$ cat src/rtl/rv_sdram_bridge.sv
// rv_sdram_bridge
//   Splits the RISC-V core's 32-bit valid/ready memory access into one or two
//   16-bit half-word requests on the SDRAM arbiter's toggle-handshake port,
//   and gathers read halves back into a 32-bit word.
//
//   Optional build macro: RV_SDRAM_BRIDGE_STATS_EN adds request/wait/transfer
//   counters (o_stat_reqs, o_stat_wait, o_stat_xfers).
//
// Ports
//   i_clk, i_resetn      clock, synchronous active-low reset
//   i_mem_valid/addr/wdata/wstrb   CPU request (held until o_mem_ready)
//   o_mem_ready, o_mem_rdata        one-cycle completion pulse, read word
//   o_rv_addr/word/wdata/ds/wstrb   half-word request fields to the arbiter
//   o_rv_req, i_rv_req_ack          toggle handshake (req != ack = outstanding)
//   i_rv_dout                       read half-word, valid when ack matches req
module rv_sdram_bridge #(
  parameter int ADDR_WIDTH      = 23,
  parameter bit SKIP_EMPTY_HALF = 1'b1
) (
  input  logic                  i_clk,
  input  logic                  i_resetn,
  input  logic                  i_mem_valid,
  input  logic [ADDR_WIDTH-1:0] i_mem_addr,
  input  logic [31:0]           i_mem_wdata,
  input  logic [3:0]            i_mem_wstrb,
  output logic                  o_mem_ready,
  output logic [31:0]           o_mem_rdata,
  output logic [ADDR_WIDTH-1:0] o_rv_addr,
  output logic                  o_rv_word,
  output logic [31:0]           o_rv_wdata,
  output logic [1:0]            o_rv_ds,
  output logic [3:0]            o_rv_wstrb,
  output logic                  o_rv_req,
  input  logic                  i_rv_req_ack,
  input  logic [15:0]           i_rv_dout
`ifdef RV_SDRAM_BRIDGE_STATS_EN
  ,
  output logic [31:0]           o_stat_reqs,
  output logic [31:0]           o_stat_wait,
  output logic [31:0]           o_stat_xfers
`endif
);

  typedef enum logic [2:0] {
    IDLE    = 3'd0,
    LO_REQ  = 3'd1,
    LO_WAIT = 3'd2,
    HI_REQ  = 3'd3,
    HI_WAIT = 3'd4,
    DONE    = 3'd5
  } state_t;

  state_t                  r_state;
  state_t                  w_next;
  logic                    r_rv_req;
  logic                    r_rv_word;
  logic [1:0]              r_rv_ds;
  logic [ADDR_WIDTH-1:0]   r_rv_addr;
  logic [31:0]             r_rv_wdata;
  logic [3:0]              r_rv_wstrb;
  logic [15:0]             r_gather_lo;
  logic [31:0]             r_mem_rdata;

  logic                    w_outstanding;
  logic                    w_is_wr;
  logic                    w_toggle;
  logic                    w_lo_cap;
  logic                    w_hi_cap;
  logic                    w_ready;
  logic                    w_start_hi;
  logic                    w_skip_hi;

  // Word alignment is implied: the low address bits never reach the arbiter.
  logic                    w_unused_addr_lsb;
  assign w_unused_addr_lsb = &{1'b0, i_mem_addr[1:0]};

  assign w_outstanding = (r_rv_req != i_rv_req_ack);
  assign w_is_wr       = |r_rv_wstrb;

  // Write halves with no strobes can be skipped entirely.
  assign w_start_hi = SKIP_EMPTY_HALF && (|i_mem_wstrb) && (i_mem_wstrb[1:0] == 2'b00);
  assign w_skip_hi  = SKIP_EMPTY_HALF && w_is_wr && (r_rv_wstrb[3:2] == 2'b00);

  // ---------------------------------------------------------------------------
  // FSM
  // ---------------------------------------------------------------------------
  always_ff @(posedge i_clk) begin
    if (!i_resetn) r_state <= IDLE;
    else           r_state <= w_next;
  end

  always_comb begin
    w_next   = r_state;
    w_toggle = 1'b0;
    w_lo_cap = 1'b0;
    w_hi_cap = 1'b0;
    w_ready  = 1'b0;
    case (r_state)
      // Ready is only ever high in DONE, so a valid seen here is always new.
      IDLE: begin
        if (i_mem_valid) w_next = w_start_hi ? HI_REQ : LO_REQ;
      end
      // Toggle only when the previous request has been acknowledged.
      LO_REQ: begin
        if (!w_outstanding) begin
          w_toggle = 1'b1;
          w_next   = LO_WAIT;
        end
      end
      LO_WAIT: begin
        if (!w_outstanding) begin
          w_lo_cap = !w_is_wr;
          w_next   = w_skip_hi ? DONE : HI_REQ;
        end
      end
      HI_REQ: begin
        if (!w_outstanding) begin
          w_toggle = 1'b1;
          w_next   = HI_WAIT;
        end
      end
      HI_WAIT: begin
        if (!w_outstanding) begin
          w_hi_cap = !w_is_wr;
          w_next   = DONE;
        end
      end
      DONE: begin
        w_ready = 1'b1;
        w_next  = IDLE;
      end
      default: w_next = IDLE;
    endcase
  end

  // ---------------------------------------------------------------------------
  // Request fields / read gather
  // ---------------------------------------------------------------------------
  always_ff @(posedge i_clk) begin
    if (!i_resetn) begin
      r_rv_req    <= 1'b0;
      r_rv_word   <= 1'b0;
      r_rv_ds     <= 2'b00;
      r_rv_addr   <= '0;
      r_rv_wdata  <= 32'd0;
      r_rv_wstrb  <= 4'd0;
      r_gather_lo <= 16'd0;
      r_mem_rdata <= 32'd0;
    end else begin
      // Fields only change in IDLE, so they are stable across any request.
      if (r_state == IDLE && i_mem_valid) begin
        r_rv_addr  <= {i_mem_addr[ADDR_WIDTH-1:2], 2'b00};
        r_rv_wdata <= i_mem_wdata;
        r_rv_wstrb <= i_mem_wstrb;
      end
      if (w_toggle) begin
        r_rv_req  <= ~r_rv_req;
        r_rv_word <= (r_state == HI_REQ);
        if (!w_is_wr)               r_rv_ds <= 2'b11;
        else if (r_state == HI_REQ) r_rv_ds <= r_rv_wstrb[3:2];
        else                        r_rv_ds <= r_rv_wstrb[1:0];
      end
      // The low half is staged so the visible read word only changes at
      // completion of a read.
      if (w_lo_cap) r_gather_lo <= i_rv_dout;
      if (w_hi_cap) r_mem_rdata <= {i_rv_dout, r_gather_lo};
    end
  end

  assign o_mem_ready = w_ready;
  assign o_mem_rdata = r_mem_rdata;
  assign o_rv_addr   = r_rv_addr;
  assign o_rv_word   = r_rv_word;
  assign o_rv_wdata  = r_rv_wdata;
  assign o_rv_ds     = r_rv_ds;
  assign o_rv_wstrb  = r_rv_wstrb;
  assign o_rv_req    = r_rv_req;

`ifdef RV_SDRAM_BRIDGE_STATS_EN
  // ---------------------------------------------------------------------------
  // Statistics counters (wrap naturally)
  // ---------------------------------------------------------------------------
  logic [31:0] r_stat_reqs;
  logic [31:0] r_stat_wait;
  logic [31:0] r_stat_xfers;

  always_ff @(posedge i_clk) begin
    if (!i_resetn) begin
      r_stat_reqs  <= 32'd0;
      r_stat_wait  <= 32'd0;
      r_stat_xfers <= 32'd0;
    end else begin
      if (w_toggle) r_stat_reqs <= r_stat_reqs + 32'd1;
      if ((r_state == LO_WAIT || r_state == HI_WAIT) && w_outstanding)
        r_stat_wait <= r_stat_wait + 32'd1;
      if (w_ready) r_stat_xfers <= r_stat_xfers + 32'd1;
    end
  end

  assign o_stat_reqs  = r_stat_reqs;
  assign o_stat_wait  = r_stat_wait;
  assign o_stat_xfers = r_stat_xfers;
`endif

endmodule

$ cat config.mk
export PLATFORM = sky130hd
export DESIGN_NAME = rv_sdram_bridge
export DESIGN_NICKNAME = d
export VERILOG_FILES = /design/src/rtl/rv_sdram_bridge.sv
export SDC_FILE = /design/constraint.sdc
export NUM_CORES = 1
export LEC_CHECK = 0
export BUFFER_PORTS_ARGS = -buffer_cell sky130_fd_sc_hd__buf_2
export CAP_MARGIN = 20
export CORE_MARGIN = 2
export CORE_UTILIZATION = 50
export CTS_CLUSTER_SIZE = 20
export DETAILED_ROUTE_END_ITERATION = 6
export PLACE_DENSITY = 0.82
export SLEW_MARGIN = 20
export SYNTH_ARGS = -nofsm -noshare
export SYNTH_HDL_FRONTEND = slang
export SYNTH_SLANG_ARGS = --single-unit
$ cat constraint.sdc
create_clock -name i_clk -period 4.6 [get_ports i_clk]
set_clock_uncertainty 0.05 [all_clocks]
set_input_delay 0.46 -clock i_clk [delete_from_list [all_inputs] [get_ports i_clk]]
set_output_delay 0.46 -clock i_clk [all_outputs]
set_load 0.05 [all_outputs]
* After elaboration in Yosys (flattened, before gate mapping)
Index checks and enable logic that the tools add are counted.
** Operators by class
- Equality and inequality tests :: 11
- Mux-type cells :: 16
- Bitwise operators :: 1
- Reduce and logical (&&, ||, !) cells :: 11
** Operators by type and width (count)
- $mux 3 :: 6
- $pmux 3 s5 :: 1
- $ne 2x2->1 const B :: 5
- $reduce_or 4->1 :: 2
- $eq 3x2->1 const B :: 2
- $eq 3x3->1 const B :: 2
- $mux 1 :: 6
- $mux 2 :: 3
- $reduce_and 5->1 :: 1
- $logic_not 2->1 :: 2
- $eq 3x1->1 const B :: 1
- $logic_and 1x1->1 :: 3
- $logic_not 3->1 :: 1
- $reduce_or 2->1 :: 1
- $logic_not 1->1 :: 1
- $ne 1x1->1 :: 1
- $not 1->1 :: 1
** Storage, ports and cells
- Register bits :: 112
- Input port bits :: 79
- Output and inout bits :: 96
- Word-level logic and storage cells :: 48

* Logic depth before layout (Yosys ltp)
Gate-level depths: netlist (run 1).
- Word-level depth :: 5
- Mapped depth :: 8
- Mapped depth without buffers :: 4

* Worst setup path before layout (run 1)
No wires, ideal clock.
- Path type :: register to output
- Start point :: register r_state[2]
- End point :: output port o_mem_ready
- Arrival :: 1.686 ns
- Required time :: 4.090 ns
- Slack :: 2.404 ns
- Stages on the path, launching flop included :: 4
- Buffers on the path :: 1
- Cell sequence :: dfxtp_1 -> buf_2 -> inv_1 -> nor3b_1
** On the way
- Longest elaborated chain between the ends :: 2
** Ends and longest elaborated chain
- from (decl) :: line 53 : state_t r_state;
- from (signal assigned) :: line 89 : else r_state <= w_next;
- $eq 3x3->1 :: line 98 : case (r_state)
- $mux 1 :: line 98
- to (decl) :: line 26 : output logic o_mem_ready,
Every way passes these cells.

* Worst setup path after layout (run 1)
Ends and elaborated chain as after synthesis.

==> results of run 1 <==
==> sequential cells by signal, summed over array words and instances (netlist names) <==
signal / count
o_mem_rdata: 32
o_rv_wdata: 32
o_rv_addr: 21
r_gather_lo: 16
o_rv_wstrb: 4
r_state: 3
o_rv_ds: 2
o_rv_req: 1
o_rv_word: 1
==> power by group through the flow <==
| stage | Clock, mW | Sequential (mW) | Combinational, mW |
|---|---|---|---|
| floorplan | 0 | 1.27 | 0.197 |
| global placement | 0 | 1.09 | 0.468 |
| detailed placement | 0 | 1.09 | 0.479 |
| CTS | 0.562 | 1.07 | 0.480 |
| global route | 0.605 | 1.08 | 0.520 |
| finish | 0.542 | 1.07 | 0.482 |
==> kinds of logic (layout without fill, tap and decap cells) <==
family | Yosys count | count (layout) | synth area share (%)
AND/OR/NAND/NOR | 222 | 222 | 21.36
flip-flops | 112 | 112 | 49.52
AO/OA/AOI/OAI | 99 | 99 | 18.68
buffers and inverters | 39 | 191 | 5.582
multiplexers | 20 | 20 | 4.421
other | 1 | 2 | 0.08282
XOR/XNOR | 1 | 1 | 0.3593
==> final timing paths <==
check / end / slack, ns / startpoint / depth (start not counted)
worst min register to register: o_rv_addr[7]$_SDFFE_PN0P_ / 0.41 / o_rv_addr[7]$_SDFFE_PN0P_ / 2
worst min-delay path: o_rv_addr[19]$_SDFFE_PN0P_ / 0.28 / i_mem_addr[19] / 3
worst max-delay path: o_mem_ready / 2.58 / r_state[2]$_SDFFE_PN0P_ / 3
worst max register to register: o_rv_wdata[31]$_SDFFE_PN0P_ / 2.63 / r_state[1]$_SDFFE_PN0P_ / 4
==> per-layer routing <==
layer  routed length, um  GRT usage (%)
met3                 765          6.044
met4                 102          6.006
met5                   0              0
met1                4240          24.21
met2                4595          34.41
==> area by class of cell <==
type | instances | area (um^2)
repair buffers | 173 | 885.9
multi-input cells | 344 | 2042
flip-flops and latches | 112 | 2242
well taps | 108 | 135.1
clock inverters | 5 | 41.29
fillers | 770 | 3268
clock buffers | 11 | 141.4
inverters | 2 | 7.507
==> placed cells by master (no fill, tap or decap), types with 2 or more instances in the layout <==
| master | instances |
|---|---|
| dfxtp_1 | 112 |
| a21boi_1 | 10 |
| nor2b_1 | 19 |
| conb_1 | 2 |
| clkbuf_8 | 10 |
| a21boi_0 | 49 |
| nand2_1 | 181 |
| o21ai_0 | 3 |
| nor3_1 | 4 |
| clkinv_4 | 2 |
| a21boi_2 | 30 |
| a21oi_1 | 3 |
| mux2i_1 | 20 |
| nor2_1 | 4 |
| buf_4 | 2 |
| inv_1 | 2 |
| buf_2 | 170 |
==> per-stage QoR <==
stage / util (%) / hold WS, ns / instances / area [um^2]
after floorplan: - / 0.3931 / 495 / 4532
after global placement: 60.38 / 0.3880 / 738 / 5291
after detailed placement: 60.38 / 0.3951 / 738 / 5291
after CTS: 62.46 / 0.2576 / 754 / 5474
after global routing: 62.71 / 0.2624 / 755 / 5495
final: 62.71 / 0.2788 / 755 / 5495
==> critical path, cell delays in order, from the launching register on <==
cell and delay, ns:
dfxtp_1 0.53, inv_1 0.10, nor3b_1 0.22, buf_2 0.31
==> impl_metrics.toml, run 1 <==
[floorplanning]
start_util_pct = 51.67
ios = 175
core-area_mm2 = 0.008763
die_h_um = 99.17
rows = 34
die-area_mm2 = 0.009834
die_w_um = 99.17

[yosys]
ys.flop_type = "dfxtp_1"
synth_area_mm2 = 0.004528
synth_top_cell_area_share_pct = 49.52
yosys_register_bits = 112
synth.area.top_cells = "dfxtp_1 (50%), nand2_1 (15%), a21boi_0 (8.1%)"
ys_warn_count = 0
synth_cell_types = 34
netlist.top_cell.by_area = "dfxtp_1"
seq_area_frac_synth_pct = 49.52
synth_edf_count = 0
synthTopCellsByCount = "nand2_1 (182), dfxtp_1 (112), a21boi_0 (49)"
syn_inst = 494
async_reset_ff_share_pct = 0
avgSynthCellArea_um2 = 9.166
synth.most_common_cell = "nand2_1"

[setup_path]
worst_setup_path_start_kind = "flop"
critPathArrivalTime_ns = 1.51
endpoint_kind = "output port"
worst-endpoint-required_ns = 4.09
worstSetupPathType = "reg -> out"
path_max_fanout = 9

[detailed_routing]
post_drt_wl_per_cell_um = 12.85
via_per_inst = 4.910
drc = 0
routed_wirelength_mm = 9.703
dr.pass1.iters = 4
drt_iter0_drc = 53
final_antenna_net_count = 0
num_vias = 3707

[sta]
worst_slew_pin_slew_ns = 1.007
finalSetupViolCount = 0
max_slew_margin_pct = 32.62
rsz0062_at_grt = "false"
fin_crit_sh_pct = 43.88
setup_ws_ns = 2.581
fmax_mhz = 495.4
finalSetupTns_ns = 0
period_needed_ns = 2.019
finalHoldViolations = 0
finalMaxSlewViolations = 0

[run]
drv_cap = 0

[power]
p_seq_share_pct = 51.1
p_sw_share_pct = 33.79
powerDensity_mw_per_mm2 = 381.2
p_clk_share_pct = 25.9
internal_power_mw = 1.387
power_frac_comb_pct = 23.0
p_total_mw = 2.095
p_leak_nw = 2.503
p_sw_mw = 0.7079
ir_drop_mv = 0.2299

[clocking]
clk_pin_slew_ns = 0.10
cts_buffers = 9
h-tree-depth = 3
ctsResizeCount = 0
cts_hold_buf = 0
cts_setup_buffers = 0
clock_sinks = 112
root_buffer = "clkbuf_8"
insertion_delay_ns = 0.35
cts_tree = "yes"
clock_path_buffers = 2

[finish]
drive_above_1_share_pct = 35.09
diodes = 0
nNetsFinal = 721
syn_to_final_growth_pct = 21.36

[placed_design]
portBuffers = 170
gp_congestion = 0.7754
pre_cts_ws_ns = 2.093
hpwl_mm = 6.886

[global_route]
grt_overflow = 0
grt_pass1_vias = 3618
grt_max_degree = 65
antenna_found_initial = 0
grt_usage_pct = 20.01
grt_pass1_wl_mm = 16.17

[min_path]
hold_class = "in -> reg"

[run_status]
status = "completed"
Power figures use the tool's default switching activity.
==> run 2, diff against run 1 <==
--- a/config.mk
+++ b/config.mk
@@ -8,10 +8,10 @@
 export BUFFER_PORTS_ARGS = -buffer_cell sky130_fd_sc_hd__buf_2
 export CAP_MARGIN = 20
 export CORE_MARGIN = 2
-export CORE_UTILIZATION = 50
+export CORE_UTILIZATION = 49
 export CTS_CLUSTER_SIZE = 20
 export DETAILED_ROUTE_END_ITERATION = 6
-export PLACE_DENSITY = 0.82
+export PLACE_DENSITY = 0.8
 export SLEW_MARGIN = 20
 export SYNTH_ARGS = -nofsm -noshare
 export SYNTH_HDL_FRONTEND = slang
==> constraint.sdc (replaced) <==
create_clock -name i_clk -period 2 [get_ports i_clk]
set_clock_uncertainty 0.05 [all_clocks]
set_input_delay 0.2 -clock i_clk [delete_from_list [all_inputs] [get_ports i_clk]]
set_output_delay 0.2 -clock i_clk [all_outputs]
set_load 0.05 [all_outputs]
==> run 2 against run 1 <==
Global-route usage is 0.59 points higher. Wire length is 4.2% higher. Sequential share of layout area is 0.83 points lower. Design area is 2.1% higher. Critical endpoint unchanged. Non-clock buffer count is 12 higher. Register-to-register slack worse by 2.2 ns. Critical path depth stayed put. Setup slack worse by 2.3 ns. First-iteration DRC count grew to 2.6 times the previous value. Count of clock-buffer cells in the layout is 1 lower. Final cell count is 2.0% higher.
==> impl_metrics.toml, run 2 (same netlist as run 1, synthesis figures left out) <==
[detailed_routing]
post_drt_wl_per_cell_um = 13.14
final_antenna_net_count = 0
drc = 0
routed_wirelength_mm = 10.11
via_per_inst = 4.922
drt_iter0_drc = 136
dr.pass1.iters = 4
num_vias = 3790

[power]
p_leak_nw = 2.564
powerDensity_mw_per_mm2 = 863.3
p_total_mw = 4.842
ir_drop_mv = 0.4577

[clocking]
clock_sinks = 112
clk_pin_slew_ns = 0.11
clock_path_buffers = 2
cts_tree = "yes"
h-tree-depth = 3
ctsResizeCount = 0
insertion_delay_ns = 0.36
root_buffer = "clkbuf_8"
cts_buffers = 9

[floorplanning]
die_w_um = 100.1
die_h_um = 100.1
start_util_pct = 49.71
rows = 35
die-area_mm2 = 0.01003
core-area_mm2 = 0.009109
ios = 175

[sta]
finalHoldViolations = 0
max_slew_margin_pct = 66.57
period_needed_ns = 1.715
hold_ws_ns = 0.01534
finalSetupTns_ns = 0
finalMaxSlewViolations = 0
rsz0062_at_grt = "false"
worst_slew_pin_slew_ns = 0.5008
fin_crit_sh_pct = 85.73
fmax_mhz = 583.2
finalSetupViolCount = 0

[run_status]
status = "completed"

[setup_path]
worst-endpoint-required_ns = 1.75
critPathArrivalTime_ns = 1.46
worst_setup_path_start_kind = "flop"
endpoint_kind = "output port"
critPathMaxStageDelay_ns = 0.53
slowest_stage = "dfxtp_1"
path_max_fanout = 9
crit_chain = "inv_1, nor3b_1, buf_2"
worstSetupPathType = "reg -> out"

[finish]
syn_to_final_growth_pct = 23.87
layout_commonest_cell = "nand2_1"
diodes = 0
fin_util_pct = 61.58
nNetsFinal = 733
final_cell_mix = "nand2_1 (181), buf_2 (170), dfxtp_1 (112)"
drive_above_1_share_pct = 35.36
final_cells = 770

[global_route]
grt_usage_pct = 20.60
grt_overflow = 0
grt_pass1_vias = 3709
grt_pass1_wl_mm = 16.81
grt_max_degree = 58
antenna_found_initial = 0

[min_path]
hold_class = "in -> reg"

[placed_design]
portBuffers = 170
dp_cells = 749
gp_congestion = 0.7616
hpwl_mm = 7.150

[run]
drv_cap = 0
## run 2: cell type report
cell class / count / area, um^2
timing repair buffer: 185 / 1001
multi-input combinational: 344 / 2041
tap: 111 / 138.9
clock buffer: 10 / 127.6
sequential: 112 / 2242
inverter: 2 / 7.507
fill: 798 / 3500
clock inverter: 6 / 51.30
## run 2: path summary, 6_finish.rpt
path                                             startpoint                          end  slack (ns)  cells after the start
worst max-delay path                r_state[2]$_SDFFE_PN0P_                  o_mem_ready        0.29                      3
worst min-delay path                          i_mem_addr[7]    o_rv_addr[7]$_SDFFE_PN0P_        0.02                      3
worst max register to register      r_state[1]$_SDFFE_PN0P_   o_rv_wdata[3]$_SDFFE_PN0P_        0.39                      5
worst min register to register  o_mem_rdata[6]$_SDFFE_PN0P_  o_mem_rdata[6]$_SDFFE_PN0P_        0.41                      2
## run 2: layer usage
layer,part of all wire (%),wire (um),GRT usage (%)
met2,49,4917,34.69
met4,2.0,204,7.692
met3,7.7,779,7.242
met1,42,4213,24.18
met5,0,0,0
## run 2: stage by stage
stage / cell area (um^2) / worst slack [ns]
after global placement: 5380 / 0.4588
after detailed placement: 5380 / 0.3956
after CTS: 5609 / 0.2491
after global routing: 5609 / 0.1571
after floorplan: 4532 / 0.06379
final: 5609 / 0.2854
## run 2: worst max-delay path: cells and delay by family (launching register included)
kind | cells | cell delay (ns)
flops | 1 | 0.53
buf+inv | 2 | 0.40
simple gates | 1 | 0.18
## run 2: where the power goes
group	switching [mW]	internal [mW]	total [mW]	leakage (nW)
Combinational	0.796	0.344	1.14	1.56
Sequential	0.0961	2.37	2.46	0.912
Clock	0.765	0.473	1.24	0.0927
Total	1.66	3.19	4.84	2.56
## run 2: what timing repair did
action                    CTS  global route
setup buffers               0             0
hold endpoints to repair    5             0
hold buffers                5             0
==> run 3, diff against run 2 <==
--- a/config.mk
+++ b/config.mk
@@ -12,6 +12,7 @@
 export CTS_CLUSTER_SIZE = 20
 export DETAILED_ROUTE_END_ITERATION = 6
 export PLACE_DENSITY = 0.8
+export SETUP_SLACK_MARGIN = 0.3
 export SLEW_MARGIN = 20
 export SYNTH_ARGS = -nofsm -noshare
 export SYNTH_HDL_FRONTEND = slang
==> run 3 against run 2 <==
Fmax increased by 6.3%. Combinational power increased by 4%. Critical path depth increased by 3. Largest cell class unchanged. Largest power group unchanged.
==> impl_metrics.toml, run 3 (same netlist as run 1, synthesis figures left out) <==
[finish]
nNetsFinal = 733
syn_to_final_growth_pct = 25.50
layout_commonest_cell = "nand2_1"
drive_above_1_share_pct = 36.27
final_cell_mix = "nand2_1 (181), buf_2 (169), dfxtp_1 (109)"
fin_util_pct = 62.39
final_area_mm2 = 0.005683
diodes = 0

[clocking]
cts_buffers = 9
clock_path_buffers = 2
insertion_delay_ns = 0.36
clock_sinks = 112
cts_tree = "yes"
h-tree-depth = 3
clk_pin_slew_ns = 0.11
root_buffer = "clkbuf_8"

[detailed_routing]
routed_wirelength_mm = 10.37
drc = 0
drt_iter0_drc = 103
final_antenna_net_count = 0
via_per_inst = 4.936
dr.pass1.iters = 4
num_vias = 3801
post_drt_wl_per_cell_um = 13.47

[floorplanning]
die_h_um = 100.1
rows = 35
start_util_pct = 49.71
die_w_um = 100.1
ios = 175
die-area_mm2 = 0.01003
core-area_mm2 = 0.009109

[global_route]
grt_pass1_vias = 3682
grt_max_degree = 42
met1_usage_pct = 23.90
grt_overflow = 0
gr-usage-met3_pct = 5.989
grt_use_met2_pct = 35.31
grt_usage_pct = 20.46
grt-busiest-layer = "met2"
antenna_found_initial = 0
grt_pass1_wl_mm = 16.48

[run]
drv_cap = 0

[setup_path]
critPathCapture = "r_gather_lo[5]$_SDFFE_PN0P_"
critPathArrivalTime_ns = 1.83
worst_setup_path_start_kind = "flop"
startpoint = "o_rv_wstrb[0]$_SDFFE_PN0P_"
worstSetupPathType = "reg -> reg"
r2r_start = "o_rv_wstrb[0]$_SDFFE_PN0P_"
r2r_end = "r_gather_lo[5]$_SDFFE_PN0P_"
path_max_fanout = 16
worst-endpoint-required_ns = 2.22
ff2ff_path_depth = 6
r2r_slack_ns = 0.39
endpoint_kind = "flop"

[sta]
finalHoldViolations = 0
finalSetupTns_ns = 0
period_needed_ns = 1.613
worst_slew_pin_slew_ns = 0.6009
fin_crit_sh_pct = 80.63
setup_ws_ns = 0.3874
finalSetupViolCount = 0
fmax_mhz = 620.1
finalMaxSlewViolations = 0
max_slew_margin_pct = 59.94
rsz0062_at_grt = "false"

[power]
p_total_mw = 5.028
powerDensity_mw_per_mm2 = 884.8
ir_drop_mv = 0.5452
p_leak_nw = 2.586

[placed_design]
portBuffers = 170
pre_cts_ws_ns = 0.3372
gp_congestion = 0.7680
placed_area_mm2 = 0.005413
hpwl_mm = 7.370

[run_status]
status = "completed"

[min_path]
hold_class = "in -> reg"
run 3: metal layers:
metal | share of wire, % | vias up
met4 | 1.8 | 0
li1 | - | 1914
met2 | 49 | 136
met3 | 7.1 | 18
met5 | 0 | -
met1 | 42 | 1733
run 3: critical path, cell delays in order (launching register included):
cell	delay [ns]
dfxtp_1	0.38
nor4_4	0.34
buf_4	0.18
nand4_4	0.09
buf_6	0.21
mux2i_1	0.20
nor2b_1	0.06
run 3: how the worst min path moves through the flow:
stage / from / to / slack, ns / depth (start not counted)
after floorplan: i_mem_wstrb[2] / o_rv_wstrb[2]$_SDFFE_PN0P_ / 0.28 / 2
after global placement: o_rv_addr[19]$_SDFFE_PN0P_ / o_rv_addr[19]$_SDFFE_PN0P_ / 0.39 / 2
after detailed placement: i_mem_wdata[1] / o_rv_wdata[1]$_SDFFE_PN0P_ / 0.40 / 3
after CTS: i_mem_wdata[6] / o_rv_wdata[6]$_SDFFE_PN0P_ / 0.003 / 3
after global routing: i_mem_addr[15] / o_rv_addr[15]$_SDFFE_PN0P_ / 0.003 / 3
final: i_mem_addr[19] / o_rv_addr[19]$_SDFFE_PN0P_ / 0.02 / 3
run 3: final cells by class:
cell class              instances  area (um^2)
inverters                       2        7.507
repair buffers                185         1027
well taps                     111        138.9
flip-flops and latches        112         2246
clock buffers                  11        141.4
fillers                       801         3426
clock inverters                 5        63.81
multi-input cells             344         2058
run 3: timing repair:
action	CTS	global route
endpoints found under the hold margin	3	0
setup endpoints to repair	1	63
setup buffers	0	2
gates resized for setup	2	3
hold buffers	3	0
run 3: power breakdown:
group,internal [mW],switching [mW]
logic,0.368,0.810
registers,2.37,0.0946
clock network,0.624,0.762
total,3.36,1.67
run 3: metrics by stage:
| stage | instances | hold slack, ns |
|---|---|---|
| global placement | 749 | 0.3884 |
| finish | 770 | 0.02178 |
| CTS | 768 | 0.002613 |
| floorplan | 495 | 0.2774 |
| detailed placement | 749 | 0.3983 |
| global route | 770 | 0.002782 |
